==> config.mk <==
export PLATFORM = sky130hd
export DESIGN_NAME = closest_value_finder
export DESIGN_NICKNAME = d
export VERILOG_FILES = /design/src/rtl/closest_value_finder_pkg.sv /design/src/rtl/closest_value_finder_less_distance.sv /design/src/rtl/closest_value_finder.sv
export SDC_FILE = /design/constraint.sdc
export NUM_CORES = 1
export LEC_CHECK = 0
export BUFFER_PORTS_ARGS = -buffer_cell sky130_fd_sc_hd__buf_2
export CAP_MARGIN = 30
export CELL_PAD_IN_SITES_DETAIL_PLACEMENT = 1
export CELL_PAD_IN_SITES_GLOBAL_PLACEMENT = 2
export CORE_MARGIN = 1.5
export CORE_UTILIZATION = 38
export DETAILED_ROUTE_END_ITERATION = 10
export HOLD_SLACK_MARGIN = 0.06
export PLACE_DENSITY_LB_ADDON = 0.1
export SLEW_MARGIN = 5
export SYNTH_ARGS = -nofsm -noshare
export SYNTH_HDL_FRONTEND = slang
export SYNTH_SLANG_ARGS = --single-unit
==> constraint.sdc <==
create_clock -name clk -period 6.5 [get_ports clk]
set_input_delay 0.65 -clock clk [delete_from_list [all_inputs] [get_ports clk]]
set_output_delay 0.65 -clock clk [all_outputs]
set_load 0.01 [all_outputs]
==> src/rtl/closest_value_finder_pkg.sv <==
// Shared types and default widths for the closest-value finder.
package closest_value_finder_pkg;

  localparam int unsigned DefWidth = 8;
  localparam int unsigned DefCntW  = 4;

  typedef enum logic [1:0] {
    StIdle,
    StFirst,
    StScan,
    StDone
  } state_e;

endpackage

==> src/rtl/closest_value_finder_less_distance.sv <==
// Combinational selector: returns whichever of dataA/dataB lies closer to reff.
// dataB (the newer sample) wins when the distances are equal.
module LessDistance_circuit #(
  parameter int unsigned WIDTH = 8
) (
  input  logic [WIDTH-1:0] dataA,
  input  logic [WIDTH-1:0] dataB,
  input  logic [WIDTH-1:0] reff,
  output logic [WIDTH-1:0] answer
);

  logic [WIDTH-1:0] dist_a;
  logic [WIDTH-1:0] dist_b;

  // Subtract the smaller operand from the larger so the unsigned result never wraps.
  assign dist_a = (dataA >= reff) ? (dataA - reff) : (reff - dataA);
  assign dist_b = (dataB >= reff) ? (dataB - reff) : (reff - dataB);

  assign answer = (dist_b <= dist_a) ? dataB : dataA;

endmodule

==> src/rtl/closest_value_finder.sv <==
// Streams up to 2^CNT_W-1 samples and reports the one closest to a reference,
// with the most recent sample winning ties.
module closest_value_finder
  import closest_value_finder_pkg::*;
#(
  parameter int unsigned WIDTH = DefWidth,
  parameter int unsigned CNT_W = DefCntW
) (
  input  logic             clk,
  input  logic             rst,
  input  logic             start,
  input  logic [WIDTH-1:0] reff,
  input  logic [CNT_W-1:0] count,
  input  logic [WIDTH-1:0] data_in,
  input  logic             data_valid,
  output logic             data_ready,
  output logic [WIDTH-1:0] best,
  output logic [CNT_W-1:0] best_idx,
  output logic             busy,
  output logic             done
);

  state_e           state_q, state_d;
  logic [WIDTH-1:0] reff_q, reff_d;
  logic [CNT_W-1:0] count_q, count_d;
  logic [CNT_W-1:0] idx_q, idx_d;
  logic [WIDTH-1:0] best_q, best_d;
  logic [CNT_W-1:0] best_idx_q, best_idx_d;

  logic             accept;
  logic [WIDTH-1:0] answer;
  logic [WIDTH-1:0] dist_best;
  logic [WIDTH-1:0] dist_new;
  logic             tie;
  logic             replace;

  LessDistance_circuit #(
    .WIDTH(WIDTH)
  ) u_less_distance (
    .dataA (best_q),
    .dataB (data_in),
    .reff  (reff_q),
    .answer(answer)
  );

  assign dist_best = (best_q >= reff_q) ? (best_q - reff_q) : (reff_q - best_q);
  assign dist_new  = (data_in >= reff_q) ? (data_in - reff_q) : (reff_q - data_in);
  // The tie flag keeps best_idx moving to the newer sample even when the values match.
  assign tie       = (dist_new == dist_best);
  assign replace   = (answer == data_in) || tie;

  assign data_ready = (state_q == StFirst) || (state_q == StScan);
  assign busy       = (state_q != StIdle);
  assign done       = (state_q == StDone);
  assign accept     = data_valid && data_ready;
  assign best       = best_q;
  assign best_idx   = best_idx_q;

  always_comb begin
    state_d    = state_q;
    reff_d     = reff_q;
    count_d    = count_q;
    idx_d      = idx_q;
    best_d     = best_q;
    best_idx_d = best_idx_q;
    unique case (state_q)
      StIdle: begin
        if (start && (count != '0)) begin
          reff_d  = reff;
          count_d = count;
          idx_d   = '0;
          state_d = StFirst;
        end
      end
      StFirst: begin
        if (accept) begin
          best_d     = data_in;
          best_idx_d = '0;
          idx_d      = CNT_W'(1);
          state_d    = (count_q == CNT_W'(1)) ? StDone : StScan;
        end
      end
      StScan: begin
        if (accept) begin
          if (replace) begin
            best_d     = data_in;
            best_idx_d = idx_q;
          end
          idx_d = idx_q + CNT_W'(1);
          if (idx_q == count_q - CNT_W'(1)) begin
            state_d = StDone;
          end
        end
      end
      StDone: begin
        state_d = StIdle;
      end
      default: begin
        state_d = StIdle;
      end
    endcase
  end

  always_ff @(posedge clk) begin
    if (rst) begin
      state_q    <= StIdle;
      reff_q     <= '0;
      count_q    <= '0;
      idx_q      <= '0;
      best_q     <= '0;
      best_idx_q <= '0;
    end else begin
      state_q    <= state_d;
      reff_q     <= reff_d;
      count_q    <= count_d;
      idx_q      <= idx_d;
      best_q     <= best_d;
      best_idx_q <= best_idx_d;
    end
  end

endmodule
; Word-level counts from Yosys, hierarchy flattened
; Index checks and enable logic that the tools add are counted.
[classes]
addsub = 6
n_lt_le_gt_ge = 3
n_eq_ne = 12
muxes = 21
n_reduce_logical = 13
[ops]
columns = cell, n
row1 = $mux 8, 6
row2 = $sub 8x8->8, 4
row3 = $mux 4, 6
row4 = $eq 8x8->1, 2
row5 = $ge 8x8->1, 2
row6 = $pmux 8 s2, 1
row7 = $pmux 4 s3, 1
row8 = $reduce_and 4->1, 3
row9 = $le 8x8->1, 1
row10 = $mux 2, 4
row11 = $ne 2x2->1 const B, 4
row12 = $pmux 2 s4, 1
row13 = $pmux 4 s2, 1
row14 = $add 4x1->4 const B, 1
row15 = $eq 2x2->1 const B, 2
row16 = $eq 4x1->1 const B, 1
row17 = $eq 4x4->1, 1
row18 = $reduce_bool 2->1, 2
row19 = $reduce_bool 4->1, 1
row20 = $sub 4x1->4 const B, 1
row21 = $reduce_bool 3->1, 1
row22 = $eq 2x1->1 const B, 1
row23 = $logic_and 1x1->1, 2
row24 = $logic_not 2->1, 1
row25 = 4 further kinds, 5
[word_totals]
register_bits = 30
in_bits = 24
output_inout_bits = 15
word_cells = 61

; Logic depth before layout (Yosys ltp)
; Gate-level depths: netlist of the first run.
[logic_depth]
word_depth = 9
depth_mapped = 19
depth_no_buf = 17

; Modules after synthesis
; A second synthesis of the first run with hierarchy kept.
[hier_totals]
cells_unflattened = 548
hier_area_um2 = 4563.1
[modules_own_cells]
columns = module, instances, cells_per_inst, area_per_inst_um2, seq_area_each_um2
row1 = closest_value_finder, 1, 349, 2967.8, 600.6
row2 = LessDistance_circuit, 1, 199, 1595.3, 0.0

; Worst setup path after synthesis of the first run
; OpenSTA, ideal clock, no wires.
[synth_path]
path_type = input to register
from = input port data_in[0]
to = register best_q[0] (netlist: best[0])
setup_ns = 0.101
t_arrival_ns = 3.936
required_ns = 6.399
slack_ns = 2.463
cell_stages = 19
cell_sequence = inv_1 > ha_1 > inv_1 > fa_1 > a21o_1 > a21oi_1 > a31oi_1 > a211o_1 > buf_2 > mux2i_1 > xor2_1 > ha_1 > and4_1 > nand2_1 > o21ai_0 > a311oi_1 > buf_2 > o21ai_0 > o41ai_1
[synth_via]
elab_chain_len = 8
elab_cells_between_ends = 15
classes_between = 2 x add/sub / 2 x order compare / 3 x eq/ne / 6 x mux / 2 x reduce/logical
[synth_lines]
columns = item, line
row1 = "start, declared", closest_value_finder.sv:14  ; input logic [WIDTH-1:0] data_in,
row2 = $sub 8x8->8 / $ge 8x8->1 (equally long branches), "closest_value_finder_less_distance.sv:17, closest_value_finder.sv:47"
row3 = $mux 8, "closest_value_finder_less_distance.sv:17, closest_value_finder.sv:47"
row4 = $le 8x8->1, closest_value_finder_less_distance.sv:19  ; assign answer = (dist_b <= dist_a) ? dataB : dataA;
row5 = $mux 8, closest_value_finder_less_distance.sv:19
row6 = $eq 8x8->1, closest_value_finder.sv:50  ; assign replace = (answer == data_in) || tie;
row7 = $logic_or 1x1->1, closest_value_finder.sv:50
row8 = $ne 2x2->1 (no source line), n/a
row9 = $reduce_and 4->1 (no source line), n/a
row10 = "end signal, assigned", closest_value_finder.sv:117  ; best_q <= best_d;
row11 = "end, declared", closest_value_finder.sv:27  ; logic [WIDTH-1:0] best_q, best_d;
; Parallel ways exist; a longest one is shown, timed or not. The select of a mux whose other input is x is not followed.
; A chain may end at the register's enable or synchronous reset.

; Worst setup path in the final report of the first run
[layout_path]
from = register reff_q[1]
to = register best_q[7] (netlist: best[7])
[layout_via]
elab_chain_len = 8
elab_cells_between_ends = 15
classes_between = 4 x add/sub / 3 x order compare / 3 x eq/ne / 3 x mux / 2 x reduce/logical
[layout_lines]
columns = item, line
row1 = "start, declared", closest_value_finder.sv:24  ; logic [WIDTH-1:0] reff_q, reff_d;
row2 = "start signal, assigned", closest_value_finder.sv:114  ; reff_q <= reff_d;
row3 = "$sub 8x8->8, or another cell as far along", "closest_value_finder_less_distance.sv:17, closest_value_finder.sv:47"
row4 = "$mux 8, on equally long branches", n/a
row5 = $le 8x8->1, closest_value_finder_less_distance.sv:19
row6 = $mux 8, closest_value_finder_less_distance.sv:19
row7 = $eq 8x8->1, closest_value_finder.sv:50
row8 = $logic_or 1x1->1 (*), closest_value_finder.sv:50
row9 = $ne 2x2->1 (no source line) (*), n/a
row10 = $reduce_and 4->1 (no source line) (*), n/a
; Every way passes the cells marked *; elsewhere a longest branch is shown, timed or not.

==> results.cfg, run 1 <==
[layout]
antenna_cells = 0
design_area_sq_um = 3340
fin_nets = 473
final_cell_mix = ha_1, inv_1, buf_2
fill_cells = 983
utilization_pct = 43.5
drive_gt1_share_pct = 12.3
area_delta_synth_final_pct = 11.4
final_common_cell = ha_1

[routing]
ant_nets = 0
drc = 0
vias_per_cell = 5.38
via_count = 2699
drtIter0Drc = 91
wire_per_inst_um = 16.6
routed_wl_um = 8350
dr.pass1.iters = 6

[status]
status = complete, no violations

[placement]
dpl_cell_area_sq_um = 3250
port_buffers = 38
dp_hpwl_um = 6840
gp_congestion = 0.868

[sta]
setup_viol = 0
finalSetupTns_ps = 0
timing.hold.ws_ps = 482
tightestPinTransition_ps = 974
slew_headroom_pct = 35.0
fin_crit_sh_pct = 74.9
slew_viol_final = 0
finalHoldViolations = 0
grt_setup_unrepaired = false
layout_min_cycle_time_ps = 4870
fmax_mhz = 205
fin_worst_skew_ps = 8.69

[synth]
yosys_warnings = 0
syn_inst = 368
synth_edf_count = 0
synthArstFlopShare_pct = 0
synth_nets = 442
seq_area_frac_synth_pct = 20.0
synth_cell_type_count = 46
avgSynthCellArea_sq_um = 8.16
synth_flop_cell = dfxtp_1
syn_area_sq_um = 3000
ys_ff_latch = 30

[critical_path]
cp_max_fo = 15
critPathArrivalTime_ps = 5030
critPathLaunchType = register
required_ps = 6660
endpoint_kind = register
crit_type = reg -> reg

[power_and_ir_drop]
ir_drop_v = 0.000206
power-per-cell-area_nw_per_um2 = 508
leakagePower_nw = 1.51

[global_routing]
grt_max_degree = 40
grt_usage_pct = 20.4
grt.overflow.total = 0
grt_pass1_wl_um = 13600
grt_pass1_vias = 2752
antenna_found_initial = 0

[clock_tree]
cts-htree-levels = 2
clk_path_buf_depth = 2
cts_buffers = 5
post_cts_buffers = 0
cts-root-buf = clkbuf_8
clkTransAtPathRegs_ps = 70
cts_tree = built
cts_resized = 0
insertion_delay_ps = 280
holdBufCountCts = 0
clock-sinks = 30

[floorplanning]
num_rows = 32
io-pin-count = 39
initial_core_util_pct = 39.0
die_x_um = 91.9
fp.dieH_um = 91.9
core_sq_um = 7690
die_area_sq_um = 8440

[worst_hold_path]
min_path_type = reg -> reg

[job]
drv_cap = 0
-- worst paths after layout --
| check | to | from | cells past startpoint | slack, ps |
|---|---|---|---|---|
| setup / recovery | best[7] | reff_q[1] | 15 | 1630 |
| hold / removal | best_idx[1] | best_idx[1] | 2 | 480 |
| setup reg to reg | best[7] | reff_q[1] | 15 | 1630 |
| hold reg to reg | best_idx[1] | best_idx[1] | 2 | 480 |
-- state kept, by name, indices dropped and copies added (netlist names) --
signal,cells
best,8
state_q,2
count_q,4
reff_q,8
best_idx,4
idx_q,4
-- through the flow --
stage,power (mW),setup WS [ps],instances
after floorplan,1.24,2460,368
after global placement,1.52,1460,494
after detailed placement,1.54,1430,494
after CTS,1.70,1630,502
after global routing,1.87,1260,502
final,1.70,1630,502
-- critical path: stages (launching register included) --
cell and delay (ps):
dfxtp_1 500, inv_1 180, fa_1 440, a21o_1 180, a2111o_1 420, a21oi_1 180
o21ba_1 380, mux2i_1 280, xor2_1 180, ha_1 260, and4_1 220, nand2_1 60
o21ai_0 140, a311oi_2 870, nor2_1 290, mux2i_1 180
-- synthesized netlist by cell type (4+ instances only) --
cell / instances / area share (%)
a21o_1: 5 / 1.3
nand2b_1: 10 / 2.1
fa_1: 4 / 2.7
xor2_1: 8 / 2.3
xnor2_1: 16 / 4.7
nor3_1: 5 / 0.83
o41ai_1: 11 / 3.2
nand2_1: 13 / 1.6
a21oi_1: 26 / 4.3
nor2b_1: 10 / 2.1
clkbuf_1: 8 / 1.0
nor2_1: 33 / 4.1
buf_2: 4 / 0.67
inv_1: 38 / 4.8
dfxtp_1: 30 / 20
o21ai_0: 25 / 4.2
ha_1: 46 / 19
mux2i_1: 22 / 7.3
a31oi_1: 4 / 0.83
nand3_1: 5 / 0.83
o21a_1: 4 / 1.0
o2bb2ai_1: 4 / 1.2
-- layer usage --
| metal | track usage [%] | vias to the layer above | share of wire (%) |
|---|---|---|---|
| met5 | 0 | - | 0 |
| met4 | 6.03 | 0 | 1.2 |
| met3 | 1.82 | 7 | 3.0 |
| met2 | 35.7 | 38 | 48 |
| met1 | 26.4 | 1302 | 48 |
| li1 | - | 1352 | - |
-- power by group --
part / switching (mW) / total (mW) / internal, mW
logic: 0.738 / 1.27 / 0.534
clock network: 0.0699 / 0.155 / 0.0853
registers: 0.0506 / 0.271 / 0.220
total: 0.859 / 1.70 / 0.839
-- cells by family (layout without fill, tap and decap cells) --
family	after synthesis	count (layout)	share of synthesized area [%]
XOR/XNOR	24	24	7.00
buffers and inverters	53	85	7.29
AO/OA/AOI/OAI	98	98	21.3
multiplexers	23	23	7.71
flip-flops	30	30	20.0
AND/OR/NAND/NOR	90	90	14.9
adder cells (fa/ha/maj)	50	50	21.8
-- final cells by class --
class                   instances  area (sq um)  share of cell area (%)
clock inverters                 1          5.00                   0.150
inverters                      39           146                    4.38
multi-input cells             285          2190                    65.4
flip-flops and latches         30           601                    18.0
repair buffers                 38           190                    5.69
well taps                     102           128                    3.82
clock buffers                   7          86.3                    2.58
No activity file was read; power rests on OpenSTA's default activity.
==> run 2, diff against run 1 <==
- CORE_UTILIZATION: 38 -> 35
- clock period: 6.5 -> 4.6 ns (I/O delays scaled with it)
==> run 2 against run 1 <==
  * Sequential cell count did not move
  * Design area increased by 1.4%
  * Wire length up 1.8%
  * Highest routed layer unchanged
==> results.cfg, run 2 (synthesized netlist as in run 1, its figures left out) <==
[clock_tree]
insertion_delay_ps = 290
cts_buffers = 5
clk_path_buf_depth = 2
clock-sinks = 30
holdBufCountCts = 0
cts-htree-levels = 2
post_cts_buffers = 0
cts-root-buf = clkbuf_8
cts_tree = built
cts_resized = 0
clkTransAtPathRegs_ps = 70

[power_and_ir_drop]
ir_drop_v = 0.000317
leakagePower_nw = 1.54
finalPower_mw = 2.48
power-per-cell-area_nw_per_um2 = 732

[critical_path]
cp_max_fo = 14
critPathLaunchType = register
cp_slowest_cell = a2111o_1
path_cells = inv_1 > ha_1 > inv_1 > fa_1 > a21o_1 > a2111o_1 > a21oi_1 > o21ba_1 > mux2i_1 > xor2_1 > ha_1 > a21o_1 > a21o_1 > a21oi_1 > a311oi_2 > buf_4 > o41ai_1
required_ps = 4780
critPathArrivalTime_ps = 4410
endpoint_kind = register
crit_type = reg -> reg
max_stage_delay_ps = 440
worst-path-buf-inv = 3
r2r_slack_ps = 370
cp_top_family = compound AO/OA/AOI/OAI gates
crit_path_frequent_cell = a21o_1

[sta]
tightestPinTransition_ps = 715
setup_viol = 0
finalHoldViolations = 0
finalSetupTns_ps = 0
grt_setup_unrepaired = false
slew_viol_final = 0
fin_worst_skew_ps = 8.06
fmax_mhz = 236
layout_min_cycle_time_ps = 4230
slew_headroom_pct = 52.3
fin_crit_sh_pct = 92.0

[layout]
antenna_cells = 0
final_common_cell = ha_1
final_cell_mix = ha_1, inv_1, buf_2
utilization_pct = 41.1
fin_nets = 479
drive_gt1_share_pct = 13.8
area_delta_synth_final_pct = 13.0

[global_routing]
grt_usage_pct = 19.9
grt_pass1_wl_um = 13900
grt.overflow.total = 0
grt_max_degree = 40
grt_pass1_vias = 2700
antenna_found_initial = 0

[routing]
dr.pass1.iters = 4
vias_per_cell = 5.34
ant_nets = 0
via_count = 2730
drtIter0Drc = 92
wire_per_inst_um = 16.6
routed_wl_um = 8500
drc = 0

[floorplanning]
num_rows = 33
die_x_um = 95.6
initial_core_util_pct = 36.3
core_sq_um = 8260
die_area_sq_um = 9140
fp.dieH_um = 95.6
io-pin-count = 39

[placement]
gp_congestion = 0.829
dp_hpwl_um = 7010
port_buffers = 38

[worst_hold_path]
min_path_type = in -> reg

[job]
drv_cap = 0

[status]
status = complete, no violations
## run 2: changes by cell type in the layout (fill, tap and decap cells not counted)
cell,before,now
clkinvlp_4,0,1
buf_4,0,6
clkinv_4,0,1
clkbuf_1,1,0
clkbuf_8,6,5
## run 2: metrics by stage
| step | instances | instance area [sq um] | worst slack (ps) | hold slack [ps] |
|---|---|---|---|---|
| 2_1_floorplan | 368 | 3000 | 656 | 449 |
| 3_3_place_gp | 502 | 3290 | 473 | 477 |
| 3_5_place_dp | 503 | 3300 | 353 | 481 |
| 4_1_cts | 511 | 3390 | 344 | 400 |
| 5_1_grt | 511 | 3390 | 45.2 | 409 |
| 6_report | 511 | 3390 | 366 | 399 |
## run 2: layout make-up
| type | count | area (sq um) |
|---|---|---|
| clock buffers | 5 | 68.8 |
| inverters | 39 | 146 |
| clock inverters | 3 | 21.3 |
| well taps | 105 | 131 |
| flip-flops and latches | 30 | 601 |
| repair buffers | 44 | 235 |
| fillers | 1055 | 4870 |
| multi-input cells | 285 | 2190 |
## run 2: worst reg2reg max path, stage by stage (launching register included)
cell	delay (ps)
dfxtp_1	350
inv_1	100
ha_1	170
inv_1	60
fa_1	380
a21o_1	200
a2111o_1	440
a21oi_1	190
o21ba_1	250
mux2i_1	250
xor2_1	190
ha_1	270
a21o_1	180
a21o_1	160
a21oi_1	230
a311oi_2	150
buf_4	230
o41ai_1	330
## run 2: power by group
group,switching (mW),internal [mW],leakage (nW),total (mW)
clock network,0.111,0.106,0.0441,0.217
registers,0.0665,0.311,0.244,0.377
logic,1.08,0.813,1.25,1.89
## run 2: metal layers
layer / wire length (um) / track usage [%] / vias up / part of all wire (%)
met5: 0 / 0 / - / 0
met4: 72 / 4.04 / 0 / 0.85
met3: 189 / 2.15 / 6 / 2.2
met2: 4240 / 35.3 / 35 / 50
met1: 4000 / 25.9 / 1321 / 47
li1: - / - / 1368 / -
## run 2: path summary, 6_finish.rpt
check / startpoint / to / cells past startpoint
worst min-delay path: reff[5] / reff_q[5] / 3
worst max register to register: best[0] / best[6] / 17
worst max-delay path: best[0] / best[6] / 17
worst min register to register: best_idx[2] / best_idx[2] / 2
==> run 3, diff against run 2 <==
- CTS_BUF_LIST: not set -> sky130_fd_sc_hd__clkbuf_16
==> run 3 against run 2 <==
  * Die area stayed put
  * Utilization up 0.68 points
  * Sequential share of layout area shrank 0.29 points
  * Fmax fell by 1.1%
  * Wire length rose by 1.0%
  * Combinational power about the same
  * Critical endpoint unchanged
==> results.cfg, run 3 (synthesized netlist as in run 1, its figures left out) <==
[worst_hold_path]
worstHoldEndpoint = reff_q[5]
hold_depth = 3
hp-start = reff[5]
min_path_type = in -> reg

[layout]
area_delta_synth_final_pct = 14.9
final_common_cell = ha_1
antenna_cells = 0
fin_nets = 479
final_cell_mix = ha_1, inv_1, buf_2
drive_gt1_share_pct = 13.8

[routing]
wire_per_inst_um = 16.8
via_count = 2721
routed_wl_um = 8590
dr.pass1.iters = 4
drtIter0Drc = 97
vias_per_cell = 5.32
drc = 0
ant_nets = 0

[global_routing]
grt_max_degree = 40
antenna_found_initial = 0
grt.overflow.total = 0
grt_pass1_vias = 2721
grt_pass1_wl_um = 14000
grt_usage_pct = 20.1

[sta]
setup_viol = 0
fin_crit_sh_pct = 93.0
fmax_mhz = 234
finalHoldViolations = 0
slew_headroom_pct = 52.1
finalSetupTns_ps = 0
grt_setup_unrepaired = false
postLayoutSetupSlackWorst_ps = 320
tightestPinTransition_ps = 718
layout_min_cycle_time_ps = 4280
slew_viol_final = 0
fin_worst_skew_ps = 4.21

[placement]
gp_congestion = 0.829
dp_hpwl_um = 7010
port_buffers = 38
pre_cts_ws_ps = 353

[floorplanning]
die_x_um = 95.6
fp.dieH_um = 95.6
io-pin-count = 39
initial_core_util_pct = 36.3
num_rows = 33
die_area_sq_um = 9140
core_sq_um = 8260

[clock_tree]
post_cts_buffers = 0
cts_resized = 0
clkTransAtPathRegs_ps = 50
holdBufCountCts = 0
cts_tree = built
cts-root-buf = clkbuf_16
insertion_delay_ps = 280
cts-htree-levels = 2
cts_buffers = 5
clock-sinks = 30
clk_path_buf_depth = 2

[critical_path]
rr_endpoint = best[6]
crit_type = reg -> reg
critPathArrivalTime_ps = 4430
r2r_slack_ps = 320
rr_startpoint = best[0]
cp_max_fo = 14
critPathLaunchType = register
endpoint_kind = register
reg2regPathDepth = 17
required_ps = 4750

[power_and_ir_drop]
power-per-cell-area_nw_per_um2 = 751
leakagePower_nw = 1.56
ir_drop_v = 0.000315

[job]
drv_cap = 0

[status]
status = complete, no violations
[run 3: cell counts in the layout (fill, tap and decap cells not counted)]
No cell type changed its count.
[run 3: worst max-delay path by stage]
| stage | startpoint | to | slack (ps) |
|---|---|---|---|
| floorplan | best[0] | best[0] | 660 |
| global placement | reff_q[0] | best[6] | 470 |
| finish | best[0] | best[6] | 320 |
| detailed placement | data_in[0] | best[6] | 350 |
| global route | reff_q[0] | best[6] | 10 |
| CTS | reff_q[0] | best[6] | 310 |
[run 3: metrics by stage]
step / area, sq um / cells / total power [mW] / hold slack (ps) / utilization, %
CTS: 3450 / 511 / 2.61 / 416 / 41.8
finish: 3450 / 511 / 2.59 / 415 / 41.8
detailed placement: 3300 / 503 / 2.27 / 481 / 40.0
global placement: 3290 / 502 / 2.25 / 477 / 39.9
floorplan: 3000 / 368 / 1.75 / 449 / -
global route: 3450 / 511 / 2.85 / 430 / 41.8
[run 3: report_power, final]
part           total [mW]  internal, mW  switching (mW)
combinational        1.89         0.812            1.08
sequential          0.378         0.311          0.0666
clock               0.321         0.200           0.121
total                2.59          1.32            1.27
[run 3: routing by layer]
layer	global-route usage, %	part of all wire (%)	vias to the layer above
li1	-	-	1369
met1	26.0	47	1312
met2	35.8	50	35
met3	1.91	2.6	5
met4	4.41	0.66	0
met5	0	0	-
[run 3: layout make-up]
type / count / area (sq um)
clock buffers: 5 / 125
clock inverters: 3 / 21.3
fillers: 1047 / 4810
inverters: 39 / 146
multi-input cells: 285 / 2190
flip-flops and latches: 30 / 601
well taps: 105 / 131
repair buffers: 44 / 235
[run 3: critical path, cell delays in order (launching register included)]
cell and delay (ps):
dfxtp_1 340, inv_1 100, ha_1 170, inv_1 60, fa_1 380, a21o_1 200
a2111o_1 440, a21oi_1 190, o21ba_1 250, mux2i_1 240, xor2_1 190, ha_1 270
a21o_1 180, a21o_1 160, a21oi_1 240, a311oi_2 160, buf_4 230, o41ai_1 370
